==> config.mk <==
export PLATFORM = sky130hd
export DESIGN_NAME = uart_tx_arbiter
export DESIGN_NICKNAME = d
export VERILOG_FILES = /design/src/rtl/uart_tx_arbiter.sv
export SDC_FILE = /design/constraint.sdc
export NUM_CORES = 1
export LEC_CHECK = 0
export ABC_AREA = 0
export BUFFER_PORTS_ARGS = -buffer_cell sky130_fd_sc_hd__buf_2
export CORE_ASPECT_RATIO = 1.75
export CORE_MARGIN = 10
export CORE_UTILIZATION = 56
export CTS_BUF_LIST = sky130_fd_sc_hd__clkbuf_16
export DETAILED_ROUTE_END_ITERATION = 10
export GPL_ROUTABILITY_DRIVEN = 0
export PLACE_DENSITY = 0.8
export SLEW_MARGIN = 20
export SYNTH_ARGS = -nofsm -noshare
export SYNTH_HDL_FRONTEND = slang
export SYNTH_SLANG_ARGS = --single-unit
==> constraint.sdc <==
create_clock -name CLK_50MHZ -period 4.3 [get_ports CLK_50MHZ]
set_input_delay 0.43 -clock CLK_50MHZ [delete_from_list [all_inputs] [get_ports CLK_50MHZ]]
set_output_delay 0.43 -clock CLK_50MHZ [all_outputs]
set_load 0.01 [all_outputs]
==> src/rtl/uart_tx_arbiter.sv <==
// -----------------------------------------------------------------------------
// uart_tx_arbiter
//   Shares one UART transmit path between N requesters, one whole packet at a
//   time. A packet is sent as HEADER ({HDR_TAG, owner}), payload bytes, then a
//   CHECKSUM byte chosen so the 8-bit sum of the whole packet is zero.
//   Byte writes are spaced at least GAP clocks apart so the shallow UART TX
//   FIFO never overruns, including across packet boundaries.
//
// Ports
//   CLK_50MHZ  in   1    system clock, rising edge
//   RST        in   1    asynchronous, active-high reset
//   REQ        in   N    requester i has a packet (held until its LAST is ACKed)
//   DATA       in   8N   payload byte of requester i on DATA[8i+7:8i]
//   LAST       in   N    current DATA byte of requester i is its final byte
//   GNT        out  N    one-hot owner of the packet in progress
//   ACK        out  N    one-cycle pulse: owner's DATA byte consumed
//   TX_DATA    out  8    byte to UART DATA_IN
//   TX_WR      out  1    one-cycle write strobe to UART TRG_WRITE
//   TX_RDY     in   1    downstream may accept a byte
//   BUSY       out  1    packet in progress
//   ABORT      out  1    one-cycle pulse: packet closed early
// -----------------------------------------------------------------------------
module uart_tx_arbiter #(
    parameter int unsigned N       = 4,
    parameter int unsigned GAP     = 4340,
    parameter int unsigned MAX_LEN = 16,
    parameter logic [3:0]  HDR_TAG = 4'hA
) (
    input  logic           CLK_50MHZ,
    input  logic           RST,
    input  logic [N-1:0]   REQ,
    input  logic [8*N-1:0] DATA,
    input  logic [N-1:0]   LAST,
    output logic [N-1:0]   GNT,
    output logic [N-1:0]   ACK,
    output logic [7:0]     TX_DATA,
    output logic           TX_WR,
    input  logic           TX_RDY,
    output logic           BUSY,
    output logic           ABORT
);

    localparam int unsigned GW         = (GAP > 1) ? $clog2(GAP) : 1;
    localparam logic [GW-1:0] GAP_LOAD = GW'(GAP - 1);
    localparam logic [7:0] MAX_LEN_M1  = 8'(MAX_LEN - 1);

    typedef enum logic [1:0] {
        S_IDLE,
        S_HDR,
        S_DATA,
        S_SUM
    } state_t;

    state_t         r_state;
    logic [3:0]     r_owner;
    logic [3:0]     r_rr_ptr;
    logic [GW-1:0]  r_gap_cnt;
    logic [7:0]     r_sum;
    logic [7:0]     r_len;
    logic [N-1:0]   r_gnt;
    logic [N-1:0]   r_ack;
    logic [7:0]     r_tx_data;
    logic           r_tx_wr;
    logic           r_abort;

    logic           w_slot;
    logic           w_hit;
    logic [3:0]     w_hit_idx;
    logic [N-1:0]   w_hit_oh;
    logic [3:0]     w_next_rr;
    logic           w_req_g;
    logic           w_last_g;
    logic [7:0]     w_data_g;
    logic [N-1:0]   w_own_oh;
    logic [7:0]     w_hdr;
    logic           w_len_done;

    // Round-robin search: outer loop walks priority order starting at
    // r_rr_ptr, inner loop picks the matching request bit with a constant
    // index so no variable-width select is needed.
    always_comb begin
        w_hit     = 1'b0;
        w_hit_idx = '0;
        w_hit_oh  = '0;
        for (int unsigned k = 0; k < N; k++) begin
            for (int unsigned j = 0; j < N; j++) begin
                if (!w_hit && REQ[j] && (j == (32'(r_rr_ptr) + k) % N)) begin
                    w_hit       = 1'b1;
                    w_hit_idx   = 4'(j);
                    w_hit_oh[j] = 1'b1;
                end
            end
        end
    end

    assign w_next_rr = 4'((32'(w_hit_idx) + 32'd1) % N);

    // Select the current owner's request, last flag and payload byte.
    always_comb begin
        w_req_g  = 1'b0;
        w_last_g = 1'b0;
        w_data_g = '0;
        w_own_oh = '0;
        for (int unsigned i = 0; i < N; i++) begin
            if (r_owner == 4'(i)) begin
                w_req_g     = REQ[i];
                w_last_g    = LAST[i];
                w_data_g    = DATA[8*i +: 8];
                w_own_oh[i] = 1'b1;
            end
        end
    end

    assign w_hdr      = {HDR_TAG, r_owner};
    assign w_slot     = (r_state != S_IDLE) && TX_RDY && (r_gap_cnt == '0);
    assign w_len_done = (r_len == MAX_LEN_M1);

    always_ff @(posedge CLK_50MHZ or posedge RST) begin
        if (RST) begin
            r_state   <= S_IDLE;
            r_owner   <= '0;
            r_rr_ptr  <= '0;
            r_gap_cnt <= '0;
            r_sum     <= '0;
            r_len     <= '0;
            r_gnt     <= '0;
            r_ack     <= '0;
            r_tx_data <= '0;
            r_tx_wr   <= 1'b0;
            r_abort   <= 1'b0;
        end else begin
            r_ack   <= '0;
            r_tx_wr <= 1'b0;
            r_abort <= 1'b0;

            // A slot in DATA with the owner's REQ gone writes nothing, so the
            // pacing counter is only reloaded when a byte actually goes out.
            if (w_slot && !(r_state == S_DATA && !w_req_g)) begin
                r_gap_cnt <= GAP_LOAD;
            end else if (r_gap_cnt != '0) begin
                r_gap_cnt <= r_gap_cnt - GW'(1);
            end

            case (r_state)
                S_IDLE: begin
                    if (w_hit) begin
                        r_gnt    <= w_hit_oh;
                        r_owner  <= w_hit_idx;
                        r_rr_ptr <= w_next_rr;
                        r_sum    <= '0;
                        r_len    <= '0;
                        r_state  <= S_HDR;
                    end
                end
                S_HDR: begin
                    if (w_slot) begin
                        r_tx_data <= w_hdr;
                        r_tx_wr   <= 1'b1;
                        r_sum     <= r_sum + w_hdr;
                        r_state   <= S_DATA;
                    end
                end
                S_DATA: begin
                    if (w_slot) begin
                        if (w_req_g) begin
                            r_tx_data <= w_data_g;
                            r_tx_wr   <= 1'b1;
                            r_ack     <= w_own_oh;
                            r_sum     <= r_sum + w_data_g;
                            r_len     <= r_len + 8'd1;
                            if (w_last_g || w_len_done) begin
                                r_state <= S_SUM;
                            end
                            if (w_len_done && !w_last_g) begin
                                r_abort <= 1'b1;
                            end
                        end else begin
                            r_abort <= 1'b1;
                            r_state <= S_SUM;
                        end
                    end
                end
                S_SUM: begin
                    if (w_slot) begin
                        r_tx_data <= (~r_sum) + 8'd1;
                        r_tx_wr   <= 1'b1;
                        r_gnt     <= '0;
                        r_state   <= S_IDLE;
                    end
                end
                default: r_state <= S_IDLE;
            endcase
        end
    end

    assign GNT     = r_gnt;
    assign ACK     = r_ack;
    assign TX_DATA = r_tx_data;
    assign TX_WR   = r_tx_wr;
    assign BUSY    = (r_state != S_IDLE);
    assign ABORT   = r_abort;

endmodule
==> metrics.md <==
| Metric | Value |
|---|---|
| Status | completed |
| Seq/Total Area, Yosys | 38.5% |
| Crit path from | r_owner[0] |
| CTS root buf | clkbuf_16 |
| Period utilisation layout | between 70% and 80% |
| RSZ-0062 raised after global routing | false |
| Syn_nets | 425 |
| R2R Path End | r_sum[7] |
| Sequential share of power | between 50 and 60% |
| Inst Count DP | approximately 490 |
| Mapped Area | between 3000 and 4000 um^2 |
| CP max stage cell | dfrtp_1 |
| Clk slew on worst S/H paths | roughly 0.07 ns |
| Setup TNS | 0 ns |
| Cells after Synth | ~370 |
| Synth async-reset ratio | 100% |
| Vias in the first global route | slightly above 3000 |
| Primary FF master, synth | dfrtp_1 |
| Finished Cell Area | roughly 4000 um^2 |
| Crit path arrival time | 3.34 ns |
| Area of the core | roughly 5900 um^2 |
| DR pass1 iterations | 4 |
| Pint | about 0.00076 W |
| Initial Util | around 58% |
| Synth area leader | dfrtp_1 |
| Hold Vio Cnt, Final | 0 |
| Multi-input logic area | just under 2000 um^2 |
| Lkg Pwr | between 1.5 and 2 nW |
| Number of synthesized flops with an enable pin | 0 |
| CP bufs+invs | 0 |
| Fin nets | 474 |
| Slew Limit Fails | 0 |
| CP Launch Type | flop |
| Setup bufs post-CTS | 0 |
| Sw Ratio | between 20 and 25% |
| Cell variety after synth | 56 |
| Slew margin rel. | between 40% and 50% |
| CP Data Required Time | around 4.5 ns |
| CP peak stage delay | about 0.85 ns |
| Routed Wire Length | 8.25 mm |
| Layout area overhead | 13.2% |
| Ranking of synthesized cells by area | dfrtp_1, mux4_2, nand2_1 |
| Number of diodes | 0 |
| First-pass GRT wire length | roughly 14 mm |
| Slew @ Worst Pin | roughly 0.89 ns |
| FF+latch count, synth | 53 |
| Critical path, cell by cell | mux4_2 > nand2_1 > nand2_1 > ha_1 > a21oi_1 > o2111ai_1 > a21o_1 > a2111o_1 > nand3_1 |
| Post-route DRC | 0 |
| Top cell by count, worst path | nand2_1 |
| CP max FO | 15 |
| Warnings, synthesis | 0 |
| Avg Cell Area, Syn | roughly 9.4 um^2 |
| Clock buffer count from CTS | 5 |
| R2r setup slk | between 1 and 1.5 ns |
| Post-synth top area share | 38.5% |
| Row Count | 37 |
| Worst Setup EP | r_sum[7] |
| TritonCTS clock tree | built |
| Combinational power share | 8.3% |
| FMAX | 0.323 GHz |
| Clk_skew | 0.00475 ns |
| Die H | 124 um |
| Critical R2R Launch | r_owner[0] |
| VDD IR-drop max | between 0.0002 and 0.00025 V |
| Sw power | approximately 0.00024 W |
| Share of cells above drive strength 1 | between 20% and 30% |
| Crit Path Class | reg2reg |
| Number of max-cap violations | 0 |
| Most common cell in the netlist | dfrtp_1 |
| Die Area | just under 10000 um^2 |
| # H-tree levels | 2 |
| Initial antenna violation count | 0 |
| Longest Clk Path Bufs | 2 |
| Gr ovfl total | 0 |
| Pin count of the biggest net entering global routing | between 50 and 60 |
| Clk sinks | 53 |
| Non-Filler Instances | just under 500 |
| Clock Power Share | 40.5% |
| Die X | a little under 80 um |
| Wire length per cell | 16.7 um |
| PortBufs | 61 |
| Via count | between 2000 and 3000 |
| WP depth | 9 |
| Boundary pin count | slightly above 60 |
| Hold-fix buffers, CTS | 0 |
| Minimum clock period | between 3 and 4 ns |
| Total GRT Usage | 18.0% |
| Top delay family on crit path | compound AO/OA/AOI/OAI gates |
| Detailed Place HPWL | approximately 6.4 mm |
| PD cells | 255 nW/um^2 |
| Iter 0 DRT Violations | ~150 |
| Post-cts sizing count | 0 |
| FF+latch area | approximately 1300 um^2 |
| Commonest cells post-synth | dfrtp_1, nand2_1, nor2_1 |
| Min-delay worst type | in2async |
| Fill cells | between 500 and 600 |
| Crit. End Element | flop |
| Worst-Skew Late Latency | 0.30 ns |
| Final setup vio count | 0 |
| DR vias/cell | 5.88 |
| Worst Reg-to-Reg Cells | 9 |
| Final ANT Viol Nets | 0 |
| Placed instance area | ~3800 um^2 |
## registers in the layout, summed over array words and instances (netlist names)
register,count
r_rr_ptr,2
r_sum,8
r_len,8
r_owner,2
TX_DATA,8
ABORT,1
TX_WR,1
r_state,2
ACK,4
GNT,4
r_gap_cnt,13
## worst register-to-register path, stage by stage, from the launching register on
cell and delay [ns]:
dfrtp_1 0.85, mux4_2 0.60, nand2_1 0.10, nand2_1 0.08
ha_1 0.27, a21oi_1 0.26, o2111ai_1 0.20, a21o_1 0.20
a2111o_1 0.40, nand3_1 0.08
## metal layers
| layer | wire length (um) | GRT usage (%) | share of wire [%] |
|---|---|---|---|
| met5 | 0 | 0 | 0 |
| met4 | 218 | 7.88 | 2.6 |
| met3 | 428 | 5.56 | 5.2 |
| met2 | 4510 | 32.6 | 55 |
| met1 | 3090 | 18.5 | 37 |
## power groups by stage
stage,Sequential (W),Combinational [W],Clock (W)
global route,0.000510,0.0000932,0.000430
global placement,0.000519,0.0000801,0
CTS,0.000510,0.0000836,0.000407
finish,0.000510,0.0000823,0.000403
floorplan,0.000521,0.0000461,0
detailed placement,0.000519,0.0000830,0
## metrics by stage
stage | util [%] | worst slack, ns | hold slack [ns] | power [W]
after detailed placement | 63.5 | 1.21 | 0.467 | 0.000602
after floorplan | - | 1.56 | 0.446 | 0.000567
after global placement | 63.4 | 1.29 | 0.469 | 0.000599
final | 65.8 | 1.21 | 0.224 | 0.000995
after CTS | 65.8 | 1.19 | 0.262 | 0.00100
after global routing | 65.8 | 0.988 | 0.290 | 0.00103
## cell type report
class / count / area share, %
multi-input combinational: 274 / 50.0
clock inverter: 2 / 0.289
sequential: 53 / 34.0
clock buffer: 5 / 3.21
inverter: 21 / 2.09
timing repair buffer: 61 / 7.83
tap: 78 / 2.50
## how the worst min path moves through the flow
stage,to,cells past startpoint
2_1_floorplan,r_gap_cnt[11],1
3_3_place_gp,r_gap_cnt[11],1
3_5_place_dp,r_gap_cnt[11],1
4_1_cts,r_sum[5],2
5_1_grt,TX_DATA[6],2
6_report,TX_DATA[5],2
## layout by cell type, fill, tap and decap left out, drive strengths merged, types with 5 or more instances in the layout
cell    Yosys  final
a21oi      22     22
buf         7     61
clkbuf     12      5
dfrtp      53     53
ha         14     14
inv        21     21
mux2i       6      6
mux4       10     10
nand2      47     47
nand2b      5      5
nand3       9      9
nor2       24     24
nor2b       9      9
nor3        9      9
nor4        5      5
o21ai      23     23
o31ai       7      7
or4         5      5
xnor2      10     10
xor2        5      5
## cell families after synthesis
kind of cell               Yosys count  share of synthesized area [%]
adders and majority gates           15                           5.67
xor gates and xnor gates            15                           3.82
DFF                                 53                           38.5
buffers and inverters               40                           4.80
and+or+nand+nor                    139                           21.3
muxes                               20                           9.60
AOI/OAI and AO/OA                   85                           16.2
Note: power is estimated with default switching activity, not from simulation.
